==> src/rtl/wb2core_pkg.sv <==
// Shared types for the Wishbone-slave to core-memory bridge.
package wb2core_pkg;

  typedef enum logic [1:0] {
    IDLE,
    ACTIVE,
    DRAIN
  } wb2core_state_e;

endpackage

==> src/rtl/wb2core.sv <==
// Wishbone B4 pipelined slave bridging onto a core-style req/gnt/rvalid device port.
// Tracks outstanding requests, stalls the bus, and drops responses of aborted cycles.
module wb2core
  import wb2core_pkg::*;
#(
  parameter int AW             = 32,
  parameter int DW             = 32,
  parameter int MaxOutstanding = 2
) (
  input  logic            clk,
  input  logic            rst_n,
  input  logic            wb_cyc,
  input  logic            wb_stb,
  input  logic            wb_we,
  input  logic [DW/8-1:0] wb_sel,
  input  logic [AW-1:0]   wb_adr,
  input  logic [DW-1:0]   wb_dat_i,
  output logic [DW-1:0]   wb_dat_o,
  output logic            wb_ack,
  output logic            wb_err,
  output logic            wb_stall,
  output logic            dev_req,
  input  logic            dev_gnt,
  output logic            dev_we,
  output logic [DW/8-1:0] dev_be,
  output logic [AW-1:0]   dev_addr,
  output logic [DW-1:0]   dev_wdata,
  input  logic            dev_rvalid,
  input  logic [DW-1:0]   dev_rdata,
  input  logic            dev_err
);

  localparam int CW = $clog2(MaxOutstanding + 1);
  localparam logic [CW-1:0] MaxCnt = CW'(MaxOutstanding);

  wb2core_state_e state_q, state_d;
  logic [CW-1:0]  in_flight_q, in_flight_d;
  logic           req_valid_q;
  logic           accept;
  logic           rsp_take;

  // gnt feeds stall combinationally so a retiring request frees the register the same cycle
  assign wb_stall = (in_flight_q == MaxCnt) | (req_valid_q & ~dev_gnt) | (state_q == DRAIN);
  assign accept   = wb_cyc & wb_stb & ~wb_stall;
  // an rvalid with nothing outstanding is a device fault and is ignored
  assign rsp_take = dev_rvalid & (in_flight_q != '0);
  assign dev_req  = req_valid_q;

  always_comb begin
    in_flight_d = in_flight_q;
    if (accept & ~rsp_take)      in_flight_d = in_flight_q + CW'(1);
    else if (~accept & rsp_take) in_flight_d = in_flight_q - CW'(1);
  end

  always_comb begin
    state_d = state_q;
    unique case (state_q)
      IDLE:    if (accept) state_d = ACTIVE;
      ACTIVE: begin
        if (in_flight_d == '0) state_d = IDLE;
        else if (!wb_cyc)      state_d = DRAIN;
      end
      DRAIN:   if (in_flight_d == '0) state_d = IDLE;
      default: state_d = IDLE;
    endcase
  end

  always_ff @(posedge clk or negedge rst_n) begin
    if (!rst_n) begin
      state_q     <= IDLE;
      in_flight_q <= '0;
    end else begin
      state_q     <= state_d;
      in_flight_q <= in_flight_d;
    end
  end

  // request register: an accept can only coincide with a valid entry when gnt retires it
  always_ff @(posedge clk or negedge rst_n) begin
    if (!rst_n) begin
      req_valid_q <= 1'b0;
      dev_we      <= 1'b0;
      dev_be      <= '0;
      dev_addr    <= '0;
      dev_wdata   <= '0;
    end else if (accept) begin
      req_valid_q <= 1'b1;
      dev_we      <= wb_we;
      dev_be      <= wb_sel;
      dev_addr    <= wb_adr;
      dev_wdata   <= wb_dat_i;
    end else if (dev_gnt) begin
      req_valid_q <= 1'b0;
    end
  end

  always_ff @(posedge clk or negedge rst_n) begin
    if (!rst_n) begin
      wb_ack   <= 1'b0;
      wb_err   <= 1'b0;
      wb_dat_o <= '0;
    end else begin
      wb_ack <= 1'b0;
      wb_err <= 1'b0;
      if (rsp_take && wb_cyc && state_q != DRAIN) begin
        if (dev_err) begin
          wb_err   <= 1'b1;
          wb_dat_o <= '0;
        end else begin
          wb_ack   <= 1'b1;
          wb_dat_o <= dev_rdata;
        end
      end
    end
  end

endmodule

==> config.mk <==
export PLATFORM = sky130hd
export DESIGN_NAME = wb2core
export DESIGN_NICKNAME = d
export VERILOG_FILES = /design/src/rtl/wb2core_pkg.sv /design/src/rtl/wb2core.sv
export SDC_FILE = /design/constraint.sdc
export NUM_CORES = 1
export LEC_CHECK = 0
export ABC_CLOCK_PERIOD_IN_PS = 2300
export BUFFER_PORTS_ARGS = -buffer_cell sky130_fd_sc_hd__buf_2
export CAP_MARGIN = 10
export CORE_ASPECT_RATIO = 0.5
export CORE_MARGIN = 2
export CORE_UTILIZATION = 45
export DETAILED_ROUTE_END_ITERATION = 8
export GPL_ROUTABILITY_DRIVEN = 1
export PLACE_DENSITY = 0.75
export SYNTH_ARGS = -nofsm -noshare
export SYNTH_HDL_FRONTEND = slang
export SYNTH_SLANG_ARGS = --single-unit
==> constraint.sdc <==
create_clock -name clk -period 2.3 [get_ports clk]
set_input_delay 0.46 -clock clk [delete_from_list [all_inputs] [get_ports clk]]
set_output_delay 0.46 -clock clk [all_outputs]
set_load 0.02 [all_outputs]
# ---- Yosys cells after proc, flatten, opt, wreduce, memory -nomap -nowiden
# Index checks and enable logic that the tools add are counted.
dict set report word_totals {
  register_bits 108
  elab_cells 52
}
dict set report op_classes {
  addsub 2
  eq_ne 7
  n_mux 14
  bitwise 12
  reduce_logical 7
}
# cell count
set ops {}
lappend ops {{2-to-1 mux 32 bit} 1}
lappend ops {{2-to-1 mux 2 bit} 6}
lappend ops {{AND 1 bit} 6}
lappend ops {{2-to-1 mux 1 bit} 6}
lappend ops {{one-hot mux 2 bit (3 select lines)} 1}
lappend ops {{== test 2 bit, second input constant} 2}
lappend ops {{zero test 2 bit} 2}
lappend ops {{!= test 2 bit, second input constant} 2}
lappend ops {{inverter 1 bit} 4}
lappend ops {{nonzero test 2 bit} 2}
lappend ops {{!= test 3 bit, second input constant} 1}
lappend ops {{AND reduction 3 bit} 1}
lappend ops {{adder 2 x 1 -> 2 bit, second input constant} 1}
lappend ops {{== test 2 x 1 -> 1 bit, second input constant} 1}
lappend ops {{logical AND 1 bit} 2}
lappend ops {{!= test 2 x 1 -> 1 bit, second input constant} 1}
lappend ops {{bitwise OR 1 bit} 2}
lappend ops {{subtractor 2 x 1 -> 2 bit, second input constant} 1}

# ---- Depth between registers and ports, before layout
# Gate-level depths: netlist (run 1).
dict set report depth {
  word_depth 13
  ltp_mapped 8
}

# ---- Least setup slack after synthesis (run 1)
# Ideal clock, no wire load.
dict set report synth_path {
  path_type {register -> register}
  startpoint {register in_flight_q[0]}
  endpoint {register state_q[0]}
  t_arrival_ps 1955
  required_ps 2160
  setup_slack_ps 204
  path_stages_with_launch 8
  path_buffers 1
  cell_sequence {dfrtp_1 inv_1 ha_1 or4_1 buf_2 or4_1 o311ai_1 o22ai_1}
}
dict set report synth_via {
  elab_chain_cells 12
  word_cells_on_any_way 22
  cone_classes {add/sub: 2; eq/ne: 4; mux: 4; bitwise: 9; reduce/logical: 3}
}
# item line
set synth_rtl {}
lappend synth_rtl {{from (decl)} wb2core.sv:37} ;# logic [CW-1:0] in_flight_q, in_flight_d;
lappend synth_rtl {{from (signal assigned)} wb2core.sv:74} ;# in_flight_q <= in_flight_d;
lappend synth_rtl {{== test 2 bit} wb2core.sv:43} ;# assign wb_stall = (in_flight_q == MaxCnt) | (req_valid_q & ~dev_gnt) | (state_q == DRAIN);
lappend synth_rtl {{bitwise OR 1 bit (2 in a row)} wb2core.sv:43}
lappend synth_rtl {{inverter 1 bit} wb2core.sv:44} ;# assign accept = wb_cyc & wb_stb & ~wb_stall;
lappend synth_rtl {{AND 1 bit} wb2core.sv:44}
lappend synth_rtl {{inverter 1 bit} wb2core.sv:52} ;# else if (~accept & rsp_take) in_flight_d = in_flight_q - CW'(1);
lappend synth_rtl {{AND 1 bit} wb2core.sv:52}
lappend synth_rtl {{2-to-1 mux 2 bit} wb2core.sv:52}
lappend synth_rtl {{2-to-1 mux 2 bit} wb2core.sv:51} ;# if (accept & ~rsp_take) in_flight_d = in_flight_q + CW'(1);
lappend synth_rtl {{zero test 2 bit} {wb2core.sv:60, wb2core.sv:63}}
lappend synth_rtl {{!= test 3 bit (no source line), or another cell as far along} -}
lappend synth_rtl {{AND reduction 3 bit (no source line) or one-hot mux 2 bit (3 select lines) (tied branches)} -}
lappend synth_rtl {{to (signal assigned)} wb2core.sv:73} ;# state_q <= state_d;
lappend synth_rtl {{to (decl)} wb2core.sv:36} ;# wb2core_state_e state_q, state_d;
# Parallel ways exist; a longest one is shown, timed or not.
# A chain may end at the register's enable or synchronous reset.

# ---- Final worst setup path (run 1)
# Ends and elaborated chain as after synthesis.

==> results of run 1 <==
[worst paths after layout]
kind                           startpoint      endpoint  slack, ns
max in group asynchronous           rst_n  dev_wdata[8]       1.54
hold reg to reg               wb_dat_o[5]   wb_dat_o[5]       0.47
setup reg to reg           in_flight_q[0]    state_q[0]       0.12
hold / removal                      rst_n   wb_dat_o[6]       0.06
min in group clk                  dev_err        wb_ack       0.29
setup / recovery           in_flight_q[0]    state_q[0]       0.12
[per-layer routing]
layer | routed length, um | track usage, % | up-vias | part of all wire, %
li1 | - | - | 1517 | -
met2 | 4911 | 35.39 | 107 | 53
met3 | 564 | 4.884 | 12 | 6.1
met5 | 0 | 0 | - | 0
met1 | 3695 | 22.00 | 1473 | 40
met4 | 150 | 5.889 | 0 | 1.6
[where the power goes]
part,internal (mW),switching (mW),leakage (nW)
clock,0.772,0.682,0.131
combinational,1.41,2.18,1.43
sequential,2.83,0.439,1.32
[cells by family (layout without fill, tap and decap cells)]
group,after synthesis,in the layout
flops,108,108
simple gates,84,84
mux,69,69
compound gates,37,37
buf+inv,21,237
fa+ha+maj,2,2
xor+xnor,2,2
[timing repair]
item | 4_1_cts | 5_1_grt
resized for setup | 0 | 1
setup buffers | 0 | 0
setup endpoints to repair | 0 | 1
[flip-flops by register name, summed over array words and instances (netlist names), 2 cells and up]
name         flops
dev_addr        32
dev_be           4
dev_wdata       32
in_flight_q      2
state_q          2
wb_dat_o        32
[worst register-to-register path, cell delays in order, from the launching register on]
cell and delay, ns:
sky130_fd_sc_hd__dfrtp_1 0.37, sky130_fd_sc_hd__inv_1 0.10, sky130_fd_sc_hd__ha_1 0.26, sky130_fd_sc_hd__or4_4 0.59, sky130_fd_sc_hd__or4_1 0.48, sky130_fd_sc_hd__o311ai_1 0.11
sky130_fd_sc_hd__o22ai_1 0.15
[final cells by class]
class	instances	area share [%]
sequential	108	47.77
clock inverter	6	0.8624
multi-input combinational	194	24.33
clock buffer	10	4.224
tap	117	2.587
timing repair buffer	218	20.04
inverter	3	0.1990
[synth_stat cells (all sizes together)]
master | instances | area share, %
ha | 2 | 0.60
inv | 3 | 0.27
nand2 | 65 | 5.9
or3 | 1 | 0.15
or4 | 2 | 0.36
xnor2 | 2 | 0.42
clkbuf | 10 | 0.90
o31ai | 1 | 0.18
buf | 8 | 1.0
and2 | 1 | 0.15
a21oi | 1 | 0.12
nand4 | 1 | 0.15
nor4 | 1 | 0.15
nor2 | 6 | 0.54
o22ai | 1 | 0.15
dfrtp | 108 | 65
o21ai | 33 | 4.0
nand2b | 1 | 0.15
mux2 | 69 | 19
o311ai | 1 | 0.21
nor2b | 3 | 0.45
nand3b | 3 | 0.54
[through the flow]
| step | instance area [sq um] | std cells | setup WS, ns | hold WS (ns) |
|---|---|---|---|---|
| 2_1_floorplan | 4160 | 323 | 0.2043 | 0.1644 |
| 3_5_place_dp | 5366 | 640 | 0.05761 | 0.4212 |
| 5_1_grt | 5658 | 656 | 0.04824 | 0.07331 |
| 6_report | 5658 | 656 | 0.1220 | 0.05684 |
| 4_1_cts | 5654 | 656 | 0.04314 | 0.05813 |
| 3_3_place_gp | 5366 | 640 | 0.1581 | 0.4241 |
==> results_tabular.tex, run 1 <==
\begin{tabular}{lr}
\hline
Metric & Value \\
\hline
\multicolumn{2}{l}{\textbf{STA}} \\
Clock period minus final worst setup slack & 2.178 ns \\
Total setup violations reported at the end of the flow & 0 \\
Final Max Slew Viols & 0 \\
Worst Skew & 0.005699 ns \\
Share of the clock period used by the worst path after layout & 94.70\% \\
Fmax achieved & 459.1 MHz \\
Slew at the pin with the worst max-slew slack & 0.5331 ns \\
Hold Vio Cnt, Final & 0 \\
Worst slew slack as a fraction of its limit & 64.46\% \\
Unrepaired setup endpoints after global routing & false \\
Setup TNS after final layout & 0 ns \\
\multicolumn{2}{l}{\textbf{Cells and area}} \\
Utilization of the core after routing & 64.09\% \\
Layout Area Growth over Synthesis & 36.00\% \\
Highest-count cells in the layout ignoring fill and taps & sky130\_fd\_sc\_hd\_\_buf\_2, sky130\_fd\_sc\_hd\_\_dfrtp\_1, sky130\_fd\_sc\_hd\_\_nand2\_1, sky130\_fd\_sc\_hd\_\_mux2\_2, sky130\_fd\_sc\_hd\_\_o21ai\_0 \\
Most common cell after layout, fill and taps aside & sky130\_fd\_sc\_hd\_\_buf\_2 \\
Fraction of layout instances using a drive strength above 1 & 53.25\% \\
Final Net Count & 644 \\
Count of antenna diodes in the layout & 0 \\
Sequential cell area & 0.002703 sq mm \\
Combined area of the multi-input logic cells & 0.001376 sq mm \\
Filler Cells Inserted & 756 \\
\multicolumn{2}{l}{\textbf{Detailed routing}} \\
Initial DRC Count & 112 \\
Final antenna-violating net count & 0 \\
Router iterations before antenna repair & 4 \\
Via count & 3,109 \\
\# DRC & 0 \\
Drt total wl & 9.322 mm \\
Routed vias/inst & 4.739 \\
Post-DR wirelength/cell & 14.21 um \\
\multicolumn{2}{l}{\textbf{Floorplan}} \\
Core footprint & 0.008828 sq mm \\
Floorplan die height & 71.99 um \\
Initial standard-cell utilization of the core & 47.12\% \\
Die W & 140.0 um \\
Number of core rows & 24 \\
Io pins & 213 \\
Die area & 0.01008 sq mm \\
\multicolumn{2}{l}{\textbf{Synth}} \\
Dominant combinational cell family by area after synthesis & multiplexers \\
Multiplexer share of the synthesized area & 18.68\% \\
Synth Area in XOR/XNOR & 0.4211\% \\
Adder-cell share of the synthesized area & 0.6015\% \\
Number of warnings printed during yosys synthesis & 0 \\
Net count of the mapped netlist & 433 \\
Synthesized instance count & 323 \\
Synth Area in Simple Gates & 8.511\% \\
Post-synthesis sequential area ratio & 64.96\% \\
Compound-cell area share of the yosys netlist & 4.632\% \\
Post-synthesis instance area & 0.004160 sq mm \\
Average size of a mapped cell & 12.88 sq um \\
Number of synthesized register bits & 108 \\
Count of distinct cell types in the synthesized netlist & 24 \\
\multicolumn{2}{l}{\textbf{GRT}} \\
Initial antenna violation count & 0 \\
GRT Overall Usage & 18.99\% \\
Via count of the first global-routing pass & 3,189 \\
Leftover overflow at the end of global routing & 0 \\
Global-route wire length before repair & 15.26 mm \\
Pin count of the biggest net entering global routing & 70 \\
\multicolumn{2}{l}{\textbf{Placement}} \\
Port-buffer cells & 212 \\
Weighted congestion at the end of routability-driven global placement & 0.7488 \\
Hpwl dp & 6.970 mm \\
\multicolumn{2}{l}{\textbf{Critical path}} \\
Worst R2R Path Depth & 6 \\
Worst Path Buf+Inv & 1 \\
Arrival time worst endpoint & 2.37 ns \\
Crit Path Max Fanout & 5 \\
Startpoint-to-endpoint class of the critical path & flop to flop \\
Crit-path slowest cell & sky130\_fd\_sc\_hd\_\_or4\_4 \\
Worst path max stage delay & 0.59 ns \\
Startpoint type of the worst setup path & flop \\
Number of logic stages on the critical path including buffering & 6 \\
Sort of element at the end of the critical path & flop \\
Worst-path cell chain & inv\_1 -> ha\_1 -> or4\_4 -> or4\_1 -> o311ai\_1 -> o22ai\_1 \\
Req. time, crit path & 2.50 ns \\
Kind of cell with the highest combined delay on the critical path & simple AND/OR/NAND/NOR gates \\
\multicolumn{2}{l}{\textbf{Clock network}} \\
CTS Hold Bufs & 0 \\
Clock H-tree levels & 3 \\
Clock slew at reported path FFs & 0.07 ns \\
Total number of clock tree sinks & 108 \\
Maximum clock path buffer count & 2 \\
CTS tree & built \\
Clock root cell & sky130\_fd\_sc\_hd\_\_clkbuf\_16 \\
Clock latency at the later pin of the worst-skew pair & 0.33 ns \\
CTS buffer count & 9 \\
\multicolumn{2}{l}{\textbf{Min path}} \\
Hold Path Class & primary input to asynchronous set/reset pin \\
\multicolumn{2}{l}{\textbf{Power}} \\
Overall power & 8.318 mW \\
Power density over the cells & 1470 mW/mm\^{}2 \\
Worst voltage drop across the vdd grid & 0.8234 mV \\
Total leakage power & 2.889 nW \\
\multicolumn{2}{l}{\textbf{Run}} \\
Number of maximum-capacitance violations & 0 \\
\multicolumn{2}{l}{\textbf{Status}} \\
Status & finished clean \\
\hline
\end{tabular}
No activity file was read; power rests on OpenSTA's default activity.
==> run 2: changes to the inputs <==
- ABC_CLOCK_PERIOD_IN_PS: 2300 -> 2070
- clock period: 2.3 -> 2.07 ns (I/O delays scaled with it)
==> results_tabular.tex, run 2 (same netlist as run 1, synthesis figures left out) <==
\begin{tabular}{lr}
\hline
Metric & Value \\
\hline
\multicolumn{2}{l}{\textbf{Critical path}} \\
Worst path max stage delay & 0.52 ns \\
Arrival time worst endpoint & 2.15 ns \\
Start of the worst register-to-register path & state\_q[1] \\
Startpoint type of the worst setup path & flop \\
Sort of element at the end of the critical path & flop \\
Crit Path Max Fanout & 5 \\
Register-to-Register Setup Slack & 0.12 ns \\
Crit-path slowest cell & sky130\_fd\_sc\_hd\_\_or4\_4 \\
RR Endpoint & state\_q[0] \\
Worst R2R Path Depth & 5 \\
Worst-path cell chain & nor2b\_1 -> or4\_4 -> or4\_1 -> o311ai\_1 -> o22ai\_1 \\
Req. time, crit path & 2.27 ns \\
Startpoint-to-endpoint class of the critical path & flop to flop \\
\multicolumn{2}{l}{\textbf{Power}} \\
Worst voltage drop across the vdd grid & 0.8735 mV \\
Total leakage power & 2.954 nW \\
Power density over the cells & 1649 mW/mm\^{}2 \\
Overall power & 9.481 mW \\
\multicolumn{2}{l}{\textbf{Detailed routing}} \\
Drt total wl & 9.440 mm \\
Post-DR wirelength/cell & 14.22 um \\
\# DRC & 0 \\
Router iterations before antenna repair & 4 \\
Routed vias/inst & 4.700 \\
Initial DRC Count & 167 \\
Via count & 3,121 \\
Final antenna-violating net count & 0 \\
\multicolumn{2}{l}{\textbf{STA}} \\
Total setup violations reported at the end of the flow & 0 \\
Share of the clock period used by the worst path after layout & 94.29\% \\
Setup TNS after final layout & 0 ns \\
Fmax achieved & 512.3 MHz \\
Worst slew slack as a fraction of its limit & 65.66\% \\
Slew at the pin with the worst max-slew slack & 0.5151 ns \\
Final Max Slew Viols & 0 \\
Unrepaired setup endpoints after global routing & false \\
Hold Vio Cnt, Final & 0 \\
Clock period minus final worst setup slack & 1.952 ns \\
Worst Skew & 0.005974 ns \\
\multicolumn{2}{l}{\textbf{GRT}} \\
Pin count of the biggest net entering global routing & 70 \\
Most Used Layer, Global Route & met2 \\
Initial antenna violation count & 0 \\
Global-route met2 utilization & 34.69\% \\
Met3 layer usage reported by global route & 4.686\% \\
Via count of the first global-routing pass & 3,158 \\
GRT Overall Usage & 19.21\% \\
Met1 layer usage reported by global route & 22.46\% \\
Global-route wire length before repair & 15.30 mm \\
Leftover overflow at the end of global routing & 0 \\
\multicolumn{2}{l}{\textbf{Clock network}} \\
CTS buffer count & 9 \\
CTS tree & built \\
Clock slew at reported path FFs & 0.06 ns \\
Clock root cell & sky130\_fd\_sc\_hd\_\_clkbuf\_16 \\
CTS Hold Bufs & 0 \\
Clock H-tree levels & 3 \\
Total number of clock tree sinks & 108 \\
Clock latency at the later pin of the worst-skew pair & 0.33 ns \\
Setup fix buffers added after clock tree synthesis & 0 \\
Maximum clock path buffer count & 2 \\
\multicolumn{2}{l}{\textbf{Floorplan}} \\
Die W & 140.0 um \\
Initial standard-cell utilization of the core & 47.12\% \\
Core footprint & 0.008828 sq mm \\
Floorplan die height & 71.99 um \\
Number of core rows & 24 \\
Io pins & 213 \\
Die area & 0.01008 sq mm \\
\multicolumn{2}{l}{\textbf{Status}} \\
Status & finished clean \\
\multicolumn{2}{l}{\textbf{Cells and area}} \\
Registers with the most flip-flops & dev\_addr x32, dev\_wdata x32, wb\_dat\_o x32 \\
Fin area & 0.005748 sq mm \\
Fraction of layout instances using a drive strength above 1 & 53.75\% \\
Highest-count cells in the layout ignoring fill and taps & sky130\_fd\_sc\_hd\_\_buf\_2, sky130\_fd\_sc\_hd\_\_dfrtp\_1, sky130\_fd\_sc\_hd\_\_nand2\_1, sky130\_fd\_sc\_hd\_\_mux2\_2, sky130\_fd\_sc\_hd\_\_o21ai\_0 \\
Count of antenna diodes in the layout & 0 \\
Layout Area Growth over Synthesis & 38.17\% \\
Filler Cells Inserted & 706 \\
Combined area of the multi-input logic cells & 0.001376 sq mm \\
Sequential cell area & 0.002703 sq mm \\
Final Net Count & 652 \\
Most common cell after layout, fill and taps aside & sky130\_fd\_sc\_hd\_\_buf\_2 \\
\multicolumn{2}{l}{\textbf{Placement}} \\
Port-buffer cells & 212 \\
Weighted congestion at the end of routability-driven global placement & 0.8081 \\
Cell area reported after detailed placement & 0.005426 sq mm \\
Hpwl dp & 7.093 mm \\
\multicolumn{2}{l}{\textbf{Run}} \\
Number of maximum-capacitance violations & 0 \\
\multicolumn{2}{l}{\textbf{Min path}} \\
Hold Path Class & primary input to asynchronous set/reset pin \\
\hline
\end{tabular}
run 2: worst max path at each step:
stage | start | to | slack, ns | cells past startpoint
after floorplan | in_flight_q[0] | state_q[0] | 0.002 | 7
after global placement | in_flight_q[0] | state_q[0] | 0.06 | 6
after detailed placement | in_flight_q[0] | state_q[0] | 0.01 | 6
after CTS | in_flight_q[0] | state_q[0] | 0.04 | 6
after global routing | in_flight_q[0] | wb_dat_o[18] | 0.02 | 8
final | state_q[1] | state_q[0] | 0.12 | 5
run 2: per-layer routing:
layer  routed length (um)  up-vias
li1                     -     1532
met1                 3777     1458
met2                 4876      111
met3                  546       20
met4                  238        0
met5                    0        -
run 2: through the flow:
stage	instances	setup slack (ns)	hold slack, ns	utilization, %
after floorplan	323	0.001646	0.1184	-
after global placement	648	0.05608	0.4100	61.47
after detailed placement	648	0.01371	0.4155	61.47
after CTS	664	0.04460	0.05463	65.11
after global routing	664	0.02055	0.07499	65.11
final	664	0.1181	0.04669	65.11
run 2: area by class of cell:
| class | count | area share, % |
|---|---|---|
| well taps | 117 | 2.547 |
| multi-input cells | 194 | 23.94 |
| clock buffers | 11 | 4.223 |
| clock inverters | 5 | 1.306 |
| inverters | 3 | 0.1959 |
| flip-flops and latches | 108 | 47.02 |
| repair buffers | 226 | 20.77 |
run 2: critical path: cells and delay by family (launching register included):
| kind | cells | cell delay (ns) |
|---|---|---|
| flops | 1 | 0.39 |
| simple gates | 3 | 1.19 |
| compound gates | 2 | 0.24 |
run 2: timing repair:
action,CTS,global route
pin swaps,0,2
gates resized for setup,1,0
endpoints found under the setup margin,1,2
run 2: report_power, final:
| part | internal (mW) | switching [mW] | total [mW] |
|---|---|---|---|
| logic | 1.62 | 2.44 | 4.06 |
| registers | 3.15 | 0.485 | 3.63 |
| clock network | 1.09 | 0.701 | 1.79 |
==> run 3: changes to the inputs <==
- PLACE_DENSITY: 0.75 -> 0.78
==> results_tabular.tex, run 3 (same netlist as run 1, synthesis figures left out) <==
\begin{tabular}{lr}
\hline
Metric & Value \\
\hline
\multicolumn{2}{l}{\textbf{Status}} \\
Status & finished clean \\
\multicolumn{2}{l}{\textbf{STA}} \\
Final hold slack & 0.2438 ns \\
Fmax achieved & 504.0 MHz \\
Worst slew slack as a fraction of its limit & 64.35\% \\
Unrepaired setup endpoints after global routing & false \\
Final Max Slew Viols & 0 \\
Setup TNS after final layout & 0 ns \\
Total setup violations reported at the end of the flow & 0 \\
Share of the clock period used by the worst path after layout & 95.84\% \\
Hold Vio Cnt, Final & 0 \\
Worst Skew & 0.004000 ns \\
Clock period minus final worst setup slack & 1.984 ns \\
Slew at the pin with the worst max-slew slack & 0.5348 ns \\
\multicolumn{2}{l}{\textbf{Floorplan}} \\
Initial standard-cell utilization of the core & 47.12\% \\
Floorplan die height & 71.99 um \\
Die area & 0.01008 sq mm \\
Io pins & 213 \\
Number of core rows & 24 \\
Core footprint & 0.008828 sq mm \\
Die W & 140.0 um \\
\multicolumn{2}{l}{\textbf{Cells and area}} \\
Layout Area Growth over Synthesis & 40.36\% \\
Final Net Count & 654 \\
Filler Cells Inserted & 715 \\
Count of antenna diodes in the layout & 0 \\
Most common cell after layout, fill and taps aside & sky130\_fd\_sc\_hd\_\_buf\_2 \\
Fraction of layout instances using a drive strength above 1 & 54.46\% \\
Registers with the most flip-flops & dev\_addr x32, dev\_wdata x32, wb\_dat\_o x32 \\
Highest-count cells in the layout ignoring fill and taps & sky130\_fd\_sc\_hd\_\_buf\_2, sky130\_fd\_sc\_hd\_\_dfrtp\_1, sky130\_fd\_sc\_hd\_\_nand2\_1, sky130\_fd\_sc\_hd\_\_mux2\_2, sky130\_fd\_sc\_hd\_\_o21ai\_0 \\
\multicolumn{2}{l}{\textbf{GRT}} \\
Via count of the first global-routing pass & 3,159 \\
Leftover overflow at the end of global routing & 0 \\
GRT Overall Usage & 19.24\% \\
Initial antenna violation count & 0 \\
Pin count of the biggest net entering global routing & 67 \\
Global-route wire length before repair & 15.22 mm \\
\multicolumn{2}{l}{\textbf{Placement}} \\
Weighted congestion at the end of routability-driven global placement & 0.7670 \\
Port-buffer cells & 212 \\
Hpwl dp & 7.066 mm \\
\multicolumn{2}{l}{\textbf{Clock network}} \\
Clock H-tree levels & 3 \\
Clock slew at reported path FFs & 0.07 ns \\
Maximum clock path buffer count & 2 \\
CTS tree & built \\
Total number of clock tree sinks & 108 \\
Clock latency at the later pin of the worst-skew pair & 0.34 ns \\
CTS buffer count & 9 \\
Clock root cell & sky130\_fd\_sc\_hd\_\_clkbuf\_16 \\
\multicolumn{2}{l}{\textbf{Power}} \\
Worst voltage drop across the vdd grid & 0.7217 mV \\
Power density over the cells & 1663 mW/mm\^{}2 \\
Total leakage power & 2.979 nW \\
\multicolumn{2}{l}{\textbf{Critical path}} \\
Sort of element at the end of the critical path & output pin \\
Crit Path Max Fanout & 3 \\
Startpoint type of the worst setup path & flop \\
Worst R2R Path Depth & 6 \\
Startpoint-to-endpoint class of the critical path & flop to output pin \\
Req. time, crit path & 1.66 ns \\
Arrival time worst endpoint & 1.57 ns \\
\multicolumn{2}{l}{\textbf{Detailed routing}} \\
Routed vias/inst & 4.692 \\
Drt total wl & 9.363 mm \\
Post-DR wirelength/cell & 14.06 um \\
Initial DRC Count & 136 \\
\# DRC & 0 \\
Router iterations before antenna repair & 4 \\
Via count & 3,125 \\
Final antenna-violating net count & 0 \\
\multicolumn{2}{l}{\textbf{Min path}} \\
Hold Path Class & primary input to flop \\
Worst hold path depth & 2 \\
\multicolumn{2}{l}{\textbf{Run}} \\
Number of maximum-capacitance violations & 0 \\
\hline
\end{tabular}
run 3: timing repair:
action	in CTS	in global routing
gates resized for setup	0	8
endpoints found under the hold margin	21	0
setup buffers	0	0
endpoints found under the setup margin	0	35
hold buffers	1	0
run 3: layout make-up:
| cell class | count | area, sq um | share of cell area, % |
|---|---|---|---|
| clock buffer | 10 | 229.0 | 3.921 |
| clock inverter | 6 | 111.4 | 1.907 |
| inverter | 3 | 11.26 | 0.1928 |
| multi-input combinational | 194 | 1396 | 23.91 |
| tap | 117 | 146.4 | 2.507 |
| timing repair buffer | 228 | 1242 | 21.28 |
| sequential | 108 | 2703 | 46.28 |
run 3: critical path: stages (launching register included):
cell                      delay (ns)
sky130_fd_sc_hd__dfrtp_1        0.37
sky130_fd_sc_hd__inv_2          0.06
sky130_fd_sc_hd__ha_4           0.15
sky130_fd_sc_hd__buf_4          0.13
sky130_fd_sc_hd__or3_4          0.37
sky130_fd_sc_hd__buf_6          0.14
run 3: metrics by stage:
| stage | utilization, % | power [mW] | instances | setup WS, ns | area (sq um) |
|---|---|---|---|---|---|
| 2_1_floorplan | - | 6.200 | 323 | 0.001646 | 4160 |
| 3_3_place_gp | 61.83 | 7.665 | 649 | 0.05553 | 5459 |
| 3_5_place_dp | 61.83 | 7.819 | 649 | 0.01737 | 5459 |
| 4_1_cts | 65.80 | 9.781 | 666 | 0.005822 | 5809 |
| 5_1_grt | 66.14 | 10.33 | 666 | 0.009978 | 5839 |
| 6_report | 66.14 | 9.713 | 666 | 0.08603 | 5839 |
run 3: where the power goes:
part | total, mW | switching, mW | leakage, nW | internal, mW
clock | 1.94 | 0.751 | 0.163 | 1.19
combinational | 4.14 | 2.46 | 1.49 | 1.68
sequential | 3.63 | 0.487 | 1.32 | 3.15
total | 9.71 | 3.70 | 2.98 | 6.01
run 3: path summary, 6_finish.rpt:
check,startpoint,endpoint,slack (ns)
max,in_flight_q[0],wb_stall,0.09
min,dev_err,wb_ack,0.24
max reg2reg,in_flight_q[0],state_q[0],0.11
min reg2reg,wb_dat_o[22],wb_dat_o[22],0.48
max in group asynchronous,rst_n,dev_wdata[12],1.00
min in group asynchronous,rst_n,wb_dat_o[10],0.53
run 3: per-layer routing:
metal,share of wire (%),GRT usage [%]
met3,5.1,5.677
met4,1.4,5.778
met1,40,22.37
met5,0,0
met2,54,35.28
